$ cat src/rtl/pll_reset_sequencer.sv
// PLL bring-up and staged reset release: PLL reset pulse, lock wait with retry, lock
// qualification, codec then DSP release. Optional macro: SYSMGR_LOCK_RECOVERY_EN.
module pll_reset_sequencer #(
    parameter int unsigned PLL_RST_CYCLES      = 16,
    parameter int unsigned LOCK_STABLE_CYCLES  = 128,
    parameter int unsigned LOCK_TIMEOUT_CYCLES = 4096,
    parameter int unsigned MAX_RETRIES         = 3,
    parameter int unsigned STAGE_GAP           = 64
) (
    input  logic       clk_in,
    input  logic       rst_in,
    input  logic       pll_lock,
    input  logic       soft_reset_req,
    output logic       pll_reset,
    output logic       rst_codec,
    output logic       rst_dsp,
    output logic       ready,
    output logic       fault,
    output logic [3:0] retry_count,
    output logic       lock_lost
);

    typedef enum logic [2:0] {
        S_PLLRST, S_WAIT_LOCK, S_STABLE, S_REL_CODEC, S_RUN, S_FAULT
    } state_t;

    localparam logic [15:0] C_PLL_LAST = 16'(PLL_RST_CYCLES - 1);
    localparam logic [15:0] C_STB_LAST = 16'(LOCK_STABLE_CYCLES - 1);
    localparam logic [15:0] C_TO_LAST  = 16'(LOCK_TIMEOUT_CYCLES - 1);
    localparam logic [15:0] C_GAP_LAST = 16'(STAGE_GAP - 1);
    localparam logic [3:0]  C_MAX      = 4'(MAX_RETRIES);

    state_t      r_state, w_state_nx;
    logic [15:0] r_cnt, w_cnt_nx;
    logic [1:0]  r_sync;
    logic        r_pll_reset, r_rst_codec, r_rst_dsp, r_ready, r_fault, r_lock_lost;
    logic [3:0]  r_retry;
    logic        w_pll_reset_nx, w_rst_codec_nx, w_rst_dsp_nx, w_ready_nx, w_fault_nx;
    logic        w_lock_lost_nx;
    logic [3:0]  w_retry_nx, w_retry_inc;
    logic        w_lock_s;

    assign w_lock_s    = r_sync[1];
    assign w_retry_inc = (r_retry == 4'hF) ? r_retry : r_retry + 4'd1;

    always_ff @(posedge clk_in) begin
        if (rst_in) begin
            r_state     <= S_PLLRST;
            r_cnt       <= '0;
            r_sync      <= '0;
            r_pll_reset <= 1'b1;
            r_rst_codec <= 1'b1;
            r_rst_dsp   <= 1'b1;
            r_ready     <= 1'b0;
            r_fault     <= 1'b0;
            r_retry     <= '0;
            r_lock_lost <= 1'b0;
        end else begin
            r_state     <= w_state_nx;
            r_cnt       <= w_cnt_nx;
            r_sync      <= {r_sync[0], pll_lock};
            r_pll_reset <= w_pll_reset_nx;
            r_rst_codec <= w_rst_codec_nx;
            r_rst_dsp   <= w_rst_dsp_nx;
            r_ready     <= w_ready_nx;
            r_fault     <= w_fault_nx;
            r_retry     <= w_retry_nx;
            r_lock_lost <= w_lock_lost_nx;
        end
    end

    // Outputs are computed as next-state values so every output comes straight from a flop.
    always_comb begin
        w_state_nx     = r_state;
        w_cnt_nx       = r_cnt;
        w_pll_reset_nx = r_pll_reset;
        w_rst_codec_nx = r_rst_codec;
        w_rst_dsp_nx   = r_rst_dsp;
        w_ready_nx     = r_ready;
        w_fault_nx     = r_fault;
        w_retry_nx     = r_retry;
        w_lock_lost_nx = r_lock_lost;

        if (soft_reset_req) begin
            w_state_nx     = S_PLLRST;
            w_cnt_nx       = '0;
            w_pll_reset_nx = 1'b1;
            w_rst_codec_nx = 1'b1;
            w_rst_dsp_nx   = 1'b1;
            w_ready_nx     = 1'b0;
            w_fault_nx     = 1'b0;
            w_retry_nx     = '0;
            w_lock_lost_nx = 1'b0;
        end else begin
            case (r_state)
                S_PLLRST: begin
                    if (r_cnt == C_PLL_LAST) begin
                        w_state_nx     = S_WAIT_LOCK;
                        w_cnt_nx       = '0;
                        w_pll_reset_nx = 1'b0;
                    end else begin
                        w_cnt_nx = r_cnt + 16'd1;
                    end
                end
                S_WAIT_LOCK: begin
                    if (w_lock_s) begin
                        w_state_nx = S_STABLE;
                        w_cnt_nx   = '0;
                    end else if (r_cnt == C_TO_LAST) begin
                        w_cnt_nx       = '0;
                        w_pll_reset_nx = 1'b1;
                        if (r_retry < C_MAX) begin
                            w_state_nx = S_PLLRST;
                            w_retry_nx = w_retry_inc;
                        end else begin
                            w_state_nx = S_FAULT;
                            w_fault_nx = 1'b1;
                        end
                    end else begin
                        w_cnt_nx = r_cnt + 16'd1;
                    end
                end
                S_STABLE: begin
                    if (!w_lock_s) begin
                        w_state_nx = S_WAIT_LOCK;
                        w_cnt_nx   = '0;
                    end else if (r_cnt == C_STB_LAST) begin
                        w_state_nx     = S_REL_CODEC;
                        w_cnt_nx       = '0;
                        w_rst_codec_nx = 1'b0;
                    end else begin
                        w_cnt_nx = r_cnt + 16'd1;
                    end
                end
                S_REL_CODEC: begin
                    if (!w_lock_s) begin
                        w_state_nx     = S_WAIT_LOCK;
                        w_cnt_nx       = '0;
                        w_rst_codec_nx = 1'b1;
                    end else if (r_cnt == C_GAP_LAST) begin
                        w_state_nx   = S_RUN;
                        w_cnt_nx     = '0;
                        w_rst_dsp_nx = 1'b0;
                        w_ready_nx   = 1'b1;
                        w_retry_nx   = '0;
                    end else begin
                        w_cnt_nx = r_cnt + 16'd1;
                    end
                end
                S_RUN: begin
                    if (!w_lock_s) begin
                        w_cnt_nx       = '0;
                        w_pll_reset_nx = 1'b1;
                        w_rst_codec_nx = 1'b1;
                        w_rst_dsp_nx   = 1'b1;
                        w_ready_nx     = 1'b0;
                        w_lock_lost_nx = 1'b1;
`ifdef SYSMGR_LOCK_RECOVERY_EN
                        w_state_nx     = S_PLLRST;
`else
                        w_state_nx     = S_FAULT;
                        w_fault_nx     = 1'b1;
`endif
                    end
                end
                S_FAULT: begin
                    w_pll_reset_nx = 1'b1;
                    w_rst_codec_nx = 1'b1;
                    w_rst_dsp_nx   = 1'b1;
                    w_ready_nx     = 1'b0;
                    w_fault_nx     = 1'b1;
                end
                default: begin
                    w_state_nx     = S_PLLRST;
                    w_cnt_nx       = '0;
                    w_pll_reset_nx = 1'b1;
                    w_rst_codec_nx = 1'b1;
                    w_rst_dsp_nx   = 1'b1;
                    w_ready_nx     = 1'b0;
                end
            endcase
        end
    end

    assign pll_reset   = r_pll_reset;
    assign rst_codec   = r_rst_codec;
    assign rst_dsp     = r_rst_dsp;
    assign ready       = r_ready;
    assign fault       = r_fault;
    assign retry_count = r_retry;
    assign lock_lost   = r_lock_lost;

endmodule
$ cat config.mk
export PLATFORM = sky130hd
export DESIGN_NAME = pll_reset_sequencer
export DESIGN_NICKNAME = d
export VERILOG_FILES = /design/src/rtl/pll_reset_sequencer.sv
export SDC_FILE = /design/constraint.sdc
export NUM_CORES = 1
export LEC_CHECK = 0
export ABC_CLOCK_PERIOD_IN_PS = 3300
export BUFFER_PORTS_ARGS = -buffer_cell sky130_fd_sc_hd__buf_2
export CAP_MARGIN = 20
export CORE_UTILIZATION = 52
export DETAILED_ROUTE_END_ITERATION = 10
export HOLD_SLACK_MARGIN = 0.08
export PLACE_DENSITY = 0.71
export SLEW_MARGIN = 15
export SYNTH_ARGS = -nofsm -noshare
export SYNTH_HDL_FRONTEND = slang
export SYNTH_SLANG_ARGS = --single-unit
$ cat constraint.sdc
create_clock -name clk_in -period 3.3 [get_ports clk_in]
set_clock_uncertainty 0.1 [all_clocks]
set_input_delay 0.66 -clock clk_in [delete_from_list [all_inputs] [get_ports clk_in]]
set_output_delay 0.66 -clock clk_in [all_outputs]
set_load 0.05 [all_outputs]
==> summary.md <==
| Metric | Value |
|---|---|
| H-tree depth | `2` |
| Post-CTS Setup Inserts | `0` |
| ANT nets after route | `0` |
| Most used cell, CP | `or4_4` |
| Die Ht | `58.47 um` |
| Critical path startpoint | `r_cnt[12]$_SDFFE_PP0P_` |
| Crit path depth | `5` |
| Yosys cell types | `45` |
| Crit path buf inv count | `0` |
| CP required | `3.47 ns` |
| Slew HR | `58.83%` |
| Hpwl dp | `2564 um` |
| Syn Inst Count | `205` |
| Worst hold path class | `register to register` |
| Post-CTS sizing | `0` |
| Max Freq | `0.4003 GHz` |
| Slew Limit Fails | `0` |
| Post-synth EDFFs | `0` |
| Die X | `58.47 um` |
| Worst Tran Pin Value | `0.6147 ns` |
| Worst-path clk slew | `0.10 ns` |
| WHS | `0.3644 ns` |
| Min Tclk post-route | `2.498 ns` |
| Outcome | `complete, no violations` |
| Max Cap Violations | `0` |
| Max VDD drop | `252.1 uV` |
| Final nets | `221` |
| Synthesis-to-finish area growth | `9.283%` |
| Critical-path maximum fanout | `9` |
| Final setup TNS | `0 ns` |
| Multi-input logic area | `972.2 um2` |
| Synthesized area | `0.001658 mm2` |
| Worst-Skew Late Latency | `0.34 ns` |
| Fillers | `284` |
| Mapped Nets | `211` |
| Hold buffer count at cts | `0` |
| CP max stage delay | `0.60 ns` |
| First-pass GRT wire length | `6506 um` |
| Port Buffer Count | `13` |
| Cts bufs inserted | `5` |
| 1st-iter DRT viols | `98` |
| Syn avg cell area | `8.087 um2` |
| Vias post-DR | `1589` |
| Top FF cell, synth | `dfxtp_1` |
| RSZ-0062 raised after global routing | `false` |
| Num Clock Sinks | `31` |
| Final Setup Violations | `0` |
| Yosys warns | `0` |
| Global Route Usage Sum | `25.19%` |
| Fraction of layout cells with a size suffix above 1 | `13.89%` |
| Initial antenna violation count | `0` |
| Fin crit share | `75.69%` |
| Leakage | `0.0005956 uW` |
| Ant diodes | `0` |
| Yosys reg bits | `31` |
| Arr. time, crit path | `2.67 ns` |
| Via density per instance | `6.112` |
| WS Path Type | `register to register` |
| Starting Density | `54.75%` |
| Number of I/O pins | `14` |
| R2R Setup Slk | `0.80 ns` |
| CP top delay family | `simple AND/OR/NAND/NOR gates` |
| Tot Pwr | `652.5 uW` |
| Critical Path Sink | `r_state[0]$_SDFFE_PP0P_` |
| PwrDens | `360.1 mW/mm2` |
| Vias in the first global route | `1470` |
| Reg2reg end | `r_state[0]$_SDFFE_PP0P_` |
| Post-Route WL | `3711 um` |
| CTS tree | `yes` |
| Register area | `620.6 um2` |
| WL per Instance | `14.27 um` |
| Die ar. | `0.003418 mm2` |
| TritonRoute pass-1 iters | `6` |
| Slowest stage cell, crit path | `or4_4` |
| Clock Root Buffer | `clkbuf_4` |
| GP Congestion | `0.8968` |
| Total gr overflow | `0` |
| Crit-path cells | `or4_4, or4_4, o2bb2ai_2, a2111o_1, a31oi_1` |
| CP startpoint kind | `register` |
| CP endpoint kind | `register` |
| Post-synthesis sequential area ratio | `37.43%` |
| Async set-or-reset flop fraction in the synthesized netlist | `0%` |
| Reg-to-reg startpoint | `r_cnt[12]$_SDFFE_PP0P_` |
| Total core area | `0.003028 mm2` |
| Final hold vios | `0` |
| R2R depth | `5` |
| CTS Buffer Depth | `2` |
| Largest net degree at the start of global routing | `18` |
| # DRC | `0` |
| Row count | `20` |
[synth_stat cells (3+ instances only)]
cell      count  area share, %
dfxtp_1      31             37
nor2_1       29            6.6
a21oi_1      14            4.2
nand3_1      12            3.6
nand2_1      11            2.5
clkbuf_1     10            2.3
o21ai_0       9            2.7
xnor2_1       8            4.2
nor2b_1       7            2.6
a31oi_1       6            2.3
inv_1         6            1.4
nand4_1       5            1.9
or3_1         4            1.5
and2_1        3            1.1
nand2b_1      3            1.1
nor3_1        3           0.91
nor4_1        3            1.1
o21a_1        3            1.4
o22ai_1       3            1.1
or2_2         3            1.1
xor2_1        3            1.6
[cells in the final DEF, fill, tap and decap left out, types with 4 or more instances in the layout]
| master | n |
|---|---|
| a21oi_1 | 14 |
| buf_2 | 13 |
| or3_1 | 4 |
| nand3_1 | 12 |
| o21ai_0 | 9 |
| clkbuf_4 | 5 |
| inv_1 | 6 |
| a31oi_1 | 6 |
| nor2_1 | 29 |
| dfxtp_1 | 31 |
| nand2_1 | 11 |
| xnor2_1 | 8 |
| nand4_1 | 5 |
| nor2b_1 | 7 |
[flip-flops by register name (all words and copies together) (netlist names)]
name,cells
rst_codec,1
retry_count,4
pll_reset,1
lock_lost,1
rst_dsp,1
r_state,3
r_sync,2
fault,1
r_cnt,16
ready,1
[through the flow]
step | utilization [%] | cells | worst slack [ns] | cell area (um2)
4_1_cts | 59.83 | 260 | 0.8108 | 1812
6_report | 59.83 | 260 | 0.8021 | 1812
2_1_floorplan | - | 205 | 0.9326 | 1658
5_1_grt | 59.83 | 260 | 0.6765 | 1812
3_5_place_dp | 57.56 | 252 | 0.8205 | 1743
3_3_place_gp | 57.56 | 252 | 0.8881 | 1743
[worst min-delay path by stage]
stage / to / slack (ns) / from / cells past startpoint
final: r_sync[1]$_SDFF_PP0_ / 0.36 / r_sync[0]$_SDFF_PP0_ / 1
after detailed placement: r_sync[1]$_SDFF_PP0_ / 0.34 / r_sync[0]$_SDFF_PP0_ / 1
after global routing: r_sync[1]$_SDFF_PP0_ / 0.38 / r_sync[0]$_SDFF_PP0_ / 1
after floorplan: r_sync[1]$_SDFF_PP0_ / 0.31 / r_sync[0]$_SDFF_PP0_ / 1
after CTS: r_sync[1]$_SDFF_PP0_ / 0.37 / r_sync[0]$_SDFF_PP0_ / 1
after global placement: r_sync[1]$_SDFF_PP0_ / 0.32 / r_sync[0]$_SDFF_PP0_ / 1
[where the power goes]
part           leakage [uW]  switching [uW]  internal (uW)
Sequential         0.000250            4.05            376
Combinational      0.000307            10.3           6.98
Clock             0.0000386             130            125
[cell families (layout without fill, tap and decap cells)]
| kind of cell | after synthesis | count (layout) | synth area share, % |
|---|---|---|---|
| XOR/XNOR | 11 | 11 | 5.812 |
| AO/OA/AOI/OAI | 52 | 52 | 21.66 |
| buffers and inverters | 17 | 28 | 3.924 |
| flip-flops | 31 | 31 | 37.43 |
| adder cells (fa/ha/maj) | 2 | 2 | 1.509 |
| AND/OR/NAND/NOR | 92 | 92 | 29.66 |
[final cells by class]
class,count,share of cell area (%)
clock buffers,8,3.798
flip-flops and latches,31,34.25
well taps,44,3.039
repair buffers,14,4.006
inverters,6,1.243
multi-input cells,157,53.66
[per-layer routing]
layer / wire (um) / GRT usage (%) / up-vias
met3: 266 / 8.352 / 6
li1: - / - / 758
met4: 61 / 11.22 / 0
met5: 0 / 0 / -
met2: 1703 / 37.93 / 70
met1: 1679 / 32.87 / 755
Note: power is estimated with default switching activity, not from simulation.
